===== config.mk =====
export PLATFORM = sky130hd
export DESIGN_NAME = neuro_load_ctrl
export DESIGN_NICKNAME = d
export VERILOG_FILES = /design/src/rtl/neuro_load_ctrl.sv
export SDC_FILE = /design/constraint.sdc
export NUM_CORES = 1
export LEC_CHECK = 0
export CAP_MARGIN = 20
export CORE_UTILIZATION = 50
export CTS_BUF_LIST = sky130_fd_sc_hd__clkbuf_4 sky130_fd_sc_hd__clkbuf_8
export CTS_CLUSTER_DIAMETER = 200
export DETAILED_ROUTE_END_ITERATION = 7
export PLACE_DENSITY = 0.72
export SLEW_MARGIN = 5
export SYNTH_ARGS = -nofsm -noshare
export SYNTH_HDL_FRONTEND = slang
export SYNTH_SLANG_ARGS = --single-unit

===== constraint.sdc =====
create_clock -name CLK -period 2.5 [get_ports CLK]
set_input_delay 0.5 -clock CLK [delete_from_list [all_inputs] [get_ports CLK]]
set_output_delay 0.5 -clock CLK [all_outputs]
set_load 0.02 [all_outputs]

===== src/rtl/neuro_load_ctrl.sv =====
// neuro_load_ctrl: frame parser and load sequencer between the UART receiver
// and the neuron weight/input array.
// Frame: SYNC CMD ADDR LEN payload[LEN] [CHK]
// Optional build macro NEUROCORE_CHECKSUM_EN adds a trailing XOR checksum byte.
//
// state | meaning
// IDLE  | waiting for SYNC_BYTE, other bytes dropped
// CMD   | expecting command byte (bit 0 selects bank)
// ADDR  | expecting start address
// LEN   | expecting payload length (1..MAX_LEN)
// DATA  | payload bytes, one array write per byte
// CHK   | expecting checksum byte (NEUROCORE_CHECKSUM_EN only)
// DONE  | frame accepted, pulse load_arr
// ERR   | frame rejected, set sticky frame_err
module neuro_load_ctrl #(
  parameter int          ADDR_W         = 6,
  parameter int          MAX_LEN        = 32,
  parameter logic [7:0]  SYNC_BYTE      = 8'hA5,
  parameter logic [23:0] TIMEOUT_CYCLES = 24'd10_000_000
) (
  input  logic              CLK,
  input  logic              RESET,
  input  logic              rx_valid,
  input  logic [7:0]        rx_data,
  output logic              wr_en,
  output logic              wr_sel,
  output logic [ADDR_W-1:0] wr_addr,
  output logic [7:0]        wr_data,
  output logic              load_arr,
  output logic              busy,
  output logic              frame_err,
  output logic [4:0]        received_state
);

  typedef enum logic [3:0] {
    S_IDLE = 4'd0,
    S_CMD  = 4'd1,
    S_ADDR = 4'd2,
    S_LEN  = 4'd3,
    S_DATA = 4'd4,
`ifdef NEUROCORE_CHECKSUM_EN
    S_CHK  = 4'd5,
`endif
    S_DONE = 4'd6,
    S_ERR  = 4'd7
  } state_t;

  localparam logic [23:0] TMR_RELOAD = TIMEOUT_CYCLES - 24'd1;
  localparam logic [7:0]  MAX_LEN_B  = 8'(MAX_LEN);

  state_t            state;
  logic [ADDR_W-1:0] addr;
  logic [7:0]        remaining;
  logic [23:0]       tmr;
  logic              frame_open;
  logic              tmr_expired;
`ifdef NEUROCORE_CHECKSUM_EN
  logic [7:0]        chk_acc;
`endif

  // A frame is open in every state that is waiting on the next byte.
  always_comb begin
    frame_open = 1'b0;
    case (state)
      S_CMD, S_ADDR, S_LEN, S_DATA: frame_open = 1'b1;
`ifdef NEUROCORE_CHECKSUM_EN
      S_CHK:                        frame_open = 1'b1;
`endif
      default:                      frame_open = 1'b0;
    endcase
  end

  assign tmr_expired    = frame_open && !rx_valid && (tmr == 24'd0);
  assign busy           = (state != S_IDLE);
  assign received_state = {frame_err, state};

  // Inter-byte idle down-counter; held at reload whenever no frame is open.
  always_ff @(posedge CLK or negedge RESET) begin
    if (!RESET) begin
      tmr <= 24'd0;
    end else if (!frame_open || rx_valid) begin
      tmr <= TMR_RELOAD;
    end else if (tmr != 24'd0) begin
      tmr <= tmr - 24'd1;
    end
  end

  // Frame parser FSM with registered write/load outputs.
  always_ff @(posedge CLK or negedge RESET) begin
    if (!RESET) begin
      state     <= S_IDLE;
      wr_en     <= 1'b0;
      wr_sel    <= 1'b0;
      wr_addr   <= '0;
      wr_data   <= 8'h00;
      load_arr  <= 1'b0;
      frame_err <= 1'b0;
      addr      <= '0;
      remaining <= 8'h00;
`ifdef NEUROCORE_CHECKSUM_EN
      chk_acc   <= 8'h00;
`endif
    end else begin
      wr_en    <= 1'b0;
      load_arr <= 1'b0;
      case (state)
        S_IDLE: begin
          if (rx_valid && rx_data == SYNC_BYTE) begin
            frame_err <= 1'b0;
            state     <= S_CMD;
          end
        end
        S_CMD: begin
          if (rx_valid) begin
            if (rx_data[7:1] != 7'd0) begin
              state <= S_ERR;
            end else begin
              wr_sel <= rx_data[0];
`ifdef NEUROCORE_CHECKSUM_EN
              chk_acc <= rx_data;
`endif
              state  <= S_ADDR;
            end
          end else if (tmr_expired) begin
            state <= S_ERR;
          end
        end
        S_ADDR: begin
          if (rx_valid) begin
            addr  <= rx_data[ADDR_W-1:0];
`ifdef NEUROCORE_CHECKSUM_EN
            chk_acc <= chk_acc ^ rx_data;
`endif
            state <= S_LEN;
          end else if (tmr_expired) begin
            state <= S_ERR;
          end
        end
        S_LEN: begin
          if (rx_valid) begin
            if (rx_data == 8'h00 || rx_data > MAX_LEN_B) begin
              state <= S_ERR;
            end else begin
              remaining <= rx_data;
`ifdef NEUROCORE_CHECKSUM_EN
              chk_acc   <= chk_acc ^ rx_data;
`endif
              state     <= S_DATA;
            end
          end else if (tmr_expired) begin
            state <= S_ERR;
          end
        end
        S_DATA: begin
          if (rx_valid) begin
            wr_en     <= 1'b1;
            wr_data   <= rx_data;
            wr_addr   <= addr;
            addr      <= addr + ADDR_W'(1);
            remaining <= remaining - 8'd1;
`ifdef NEUROCORE_CHECKSUM_EN
            chk_acc   <= chk_acc ^ rx_data;
            if (remaining == 8'd1) state <= S_CHK;
`else
            if (remaining == 8'd1) state <= S_DONE;
`endif
          end else if (tmr_expired) begin
            state <= S_ERR;
          end
        end
`ifdef NEUROCORE_CHECKSUM_EN
        S_CHK: begin
          if (rx_valid) begin
            state <= (rx_data == chk_acc) ? S_DONE : S_ERR;
          end else if (tmr_expired) begin
            state <= S_ERR;
          end
        end
`endif
        S_DONE: begin
          load_arr <= 1'b1;
          state    <= S_IDLE;
        end
        S_ERR: begin
          frame_err <= 1'b1;
          state     <= S_IDLE;
        end
        default: state <= S_IDLE;
      endcase
    end
  end

endmodule


* After elaboration in Yosys (flattened, before gate mapping)
Index checks and enable logic that the tools add are counted.
** Storage, ports and cells
- Bits in registers :: 60
- Input bits :: 11
- Output and inout bits :: 24
- Word-level logic and storage cells :: 78
** Operators by class
- Add/sub/neg operators :: 3
- Order comparisons :: 1
- Equality and inequality tests :: 14
- Multiplexer cells :: 25
- Bitwise operators :: 1
- Reductions and logical operators :: 24
** Operator list (count)
- 2-to-1 mux 24 bit :: 2
- 2-to-1 mux 4 bit :: 7
- logical NOT 24 bit :: 1
- 2-to-1 mux 8 bit :: 3
- nonzero test 24 bit :: 1
- subtractor 24 x 1 -> 24 bit, second input constant :: 1
- one-hot mux 4 bit (5 select lines) :: 1
- one-hot mux 8 bit (2 select lines) :: 1
- == test 4 x 3 -> 1 bit, second input constant :: 3
- 2-to-1 mux 6 bit :: 2
- one-hot mux 6 bit (2 select lines) :: 1
- != test 2 bit, second input constant :: 5
- == test 4 x 2 -> 1 bit, second input constant :: 2
- == test 8 x 1 -> 1 bit, second input constant :: 1
- == test 8 bit, second input constant :: 1
- greater-than comparator 8 x 6 -> 1 bit, second input constant :: 1
- logical NOT 8 bit :: 1
- nonzero test 2 bit :: 4
- subtractor 8 x 1 -> 8 bit, second input constant :: 1
- nonzero test 7 bit :: 1
- adder 6 x 1 -> 6 bit, second input constant :: 1
- AND reduction 2 bit :: 3
- AND reduction 3 bit :: 2
- 2-to-1 mux 1 bit :: 5
- 13 further kinds :: 17

* Logic depth before layout (Yosys ltp)
- Word-level depth :: 8
- Mapped depth :: 8
- Depth with buffers taken out :: 7

* Least setup slack after synthesis
OpenSTA, ideal clock, no wires.
- Path type :: input-to-reg
- Start point :: input port rx_data[4]
- End point :: register remaining[1]
- Setup time :: 128 ps
- Arrival :: 2168 ps
- Data required time :: 2372 ps
- Path slack :: 204 ps
- Cell stages on the path :: 6
- Path buffers :: 1
- Cell sequence :: or4_1 > or3_1 > nand4_1 > and2_0 > buf_2 > mux2_1
** On the way
- Word-level cells in the longest chain between the ends :: 4
- Elaborated cells on any way between the ends :: 5
- Those cells by class :: order compare (1); eq/ne (1); reduce/logical (3)
** Ends and longest elaborated chain
- start: declaration :: RTL line 24 : input logic [7:0] rx_data,
- greater-than comparator 8 x 6 -> 1 bit / logical NOT 8 bit (equally long branches) :: RTL line 141 : if (rx_data == 8'h00 || rx_data > MAX_LEN_B) begin
- logical OR 1 bit (*) :: RTL line 141
- != test 2 bit (no source line) (*)
- AND reduction 4 bit (no source line) (*)
- end signal: assignment :: RTL line 144 : remaining <= rx_data;
- end signal: assignment :: RTL line 160 : remaining <= remaining - 8'd1;
- end: declaration :: RTL line 53 : logic [7:0] remaining;
Every way passes the cells marked *; elsewhere a longest branch is shown, timed or not.
A chain may end at the register's enable or synchronous reset.

* Worst setup path after layout
- Start point :: register state[1]
- End point :: output port busy
** On the way
- Word-level cells in the longest chain between the ends :: 1
** Ends and longest elaborated chain
- start: declaration :: RTL line 51 : state_t state;
- start signal: assignment :: RTL line 91 : state <= S_IDLE;
- start signal: assignment :: RTL line 110 : state <= S_CMD;
- start signal: assignment :: RTL line 116 : state <= S_ERR;
- nonzero test 4 bit :: RTL line 74 : assign busy = (state != S_IDLE);
- end: declaration :: RTL line 30 : output logic busy,
No other way between the ends.

==> qor.yml <==
die_w_um: 82.3
vias_per_cell: 6.13
drc: 0
final_max_slew_viol_count: 0
cts_tree: "built"
insertion_delay_ps: 340
h-tree-depth: 3
p_leak_nw: 1.58
finalPower_mw: 3.66
antenna_found_initial: 0
wl_per_cell_um: 16.4
min_period_ps: 2380
layout-drive-gt1-share_pct: 15.9
hpwl_um: 5210
synth_cells: 341
rr_worst_depth: 5
synth_area_leader_cell: "dfrtp_1"
io-pin-count: 35
grt_pass1_wl_um: 12500
synthesis.nets: 357
cts_made_buffers: 9
relSlewSlack_pct: 66.5
yosys_most_used_dff: "dfrtp_1"
antenna_cells: 0
clk_pin_slew_ps: 70
drt-total-wl_um: 7730
rsz0062_at_grt: "false"
cts_max_path_buffers: 2
setup_viol: 0
fin_nets: 407
seq_area_frac_synth_pct: 46.5
fin_worst_skew_ps: 9.27
crit_path_max_incr_delay_ps: 590
io_buffers: 34
finalHoldViolations: 0
async_flop_share_pct: 100
numClockSinks: 60
postRouteAntennaNets: 0
first_global_vias: 2684
via_count: 2879
critical_path_class: "reg2out"
arrival_ps: 1880
pre_cts_slack_ps: -48.2
worst_slack_ps: 121
yosys.area.top_type_share_pct: 46.5
synth_edf_count: 0
grt_max_degree: 61
dieArea_um2: 6780
irDropWorstVdd_mv: 0.718
crit_family: "simple AND/OR/NAND/NOR gates"
fin_crit_sh_pct: 95.2
whs_ps: 157
gp_congestion: 0.860
synth.most_common_cell: "dfrtp_1"
ys_types: 53
critPathRequiredTime_ps: 2000
first_pass_iters: 4
die_h_um: 82.3
power.density_nw_per_um2: 918
post_cts_buffers: 0
synth_area_leaders: "dfrtp_1 (47%), a21oi_1 (4.7%), mux2_2 (4.5%), nor2_1 (3.4%), or4_1 (2.8%)"
hold_class: "in2async"
worstSetupEndpointType: "primary output"
fp-row-count: 28
tightest_slew_ps: 502
critPathBufInv: 1
cts-resized-gates: 0
grt_usage_pct: 25.0
cp_num_cells: 2
outcome: "finished, final reports clean"
avgSynthCellArea_um2: 9.46
start_kind: "flip-flop"
rr_endpoint: "state[1]"
areaGrowthSynthToFinish_pct: 23.7
synthTopCellsByCount: "dfrtp_1 (60), a21oi_1 (30), nor2_1 (29)"
cts_hold_buf: 0
core_region_area_um2: 6060
fmax_ghz: 0.420
critPathMaxFanout: 3
r2r_start: "tmr[19]"
start_util_pct: 53.2
crit_slowest_cell: "or4_1"
ys_ff_latch: 60
startpoint: "state[1]"
drtIter0Drc: 212
overflow: 0
drv_cap: 0
yosysWarnings: 0
syn_area_um2: 3230
rrSetupSlack_ps: 180
endpoint: "busy"
path_cells: "or4_1 > clkdlybuf4s50_1"
cts_root_buffer: "clkbuf_8"
cell usage in the layout, fill, tap and decap left out, types with 10 or more instances in the layout:
| cell type | instances |
|---|---|
| nand2_1 | 15 |
| or3_1 | 11 |
| mux2_2 | 13 |
| clkbuf_8 | 11 |
| clkdlybuf4s50_1 | 33 |
| inv_1 | 13 |
| a21oi_1 | 30 |
| dfrtp_1 | 60 |
| or4_1 | 12 |
| buf_4 | 21 |
| o21ai_0 | 16 |
| nor2_1 | 29 |
| nand3_1 | 12 |
| a31oi_1 | 10 |
worst reg2reg max path, delay by kind of cell, from the launching register on:
kind            cells  cell delay (ps)
simple gates        3             1490
flops               1              400
compound gates      2              360
sequential cells by signal (all words and copies together) (netlist names):
register / flops
tmr: 24
remaining: 8
wr_data: 8
addr: 6
wr_addr: 6
state: 4
frame_err: 1
load_arr: 1
wr_en: 1
wr_sel: 1
power by group:
group | switching, mW | internal, mW | leakage [nW]
sequential | 0.198 | 1.22 | 0.708
combinational | 0.667 | 0.593 | 0.760
clock | 0.381 | 0.608 | 0.111
total | 1.25 | 2.42 | 1.58
stage by stage:
| step | area [um2] | TNS [ps] | utilization [%] | std cells |
|---|---|---|---|---|
| after floorplan | 3230 | 0 | - | 341 |
| after global placement | 3770 | -7.50 | 62.2 | 455 |
| after detailed placement | 3770 | -48.2 | 62.2 | 455 |
| after CTS | 3990 | 0 | 65.9 | 470 |
| after global routing | 3990 | 0 | 65.9 | 470 |
| final | 3990 | 0 | 65.9 | 470 |
cell families after synthesis:
group	share of synthesized area (%)
buf+inv	3.72
xor+xnor	1.09
other cells	0.116
fa+ha+maj	1.94
compound gates	18.8
flops	46.5
simple gates	22.0
mux	5.82
routing by layer:
layer  vias up  GRT usage [%]  share of wire [%]  wire (um)
met4         0           13.7                2.3        178
li1       1376              -                  -          -
met3        17           4.62                5.5        425
met2        99           37.9                 45       3480
met1      1387           33.6                 47       3640
met5         -              0                  0          0
how the worst min path moves through the flow:
stage                 end  slack (ps)  cells past startpoint
2_1_floorplan     addr[0]         200                      0
3_3_place_gp   wr_addr[4]         470                      2
3_5_place_dp   wr_addr[4]         470                      2
4_1_cts           tmr[16]         170                      2
5_1_grt           tmr[14]         190                      2
6_report          tmr[20]         160                      2
layout make-up:
cell class | instances | area, um2
clock buffers | 11 | 151
clock inverters | 4 | 72.6
fillers | 479 | 2070
inverters | 13 | 48.8
multi-input cells | 251 | 1610
flip-flops and latches | 60 | 1500
well taps | 75 | 93.8
repair buffers | 56 | 513
(Power assumes the default switching activity.)
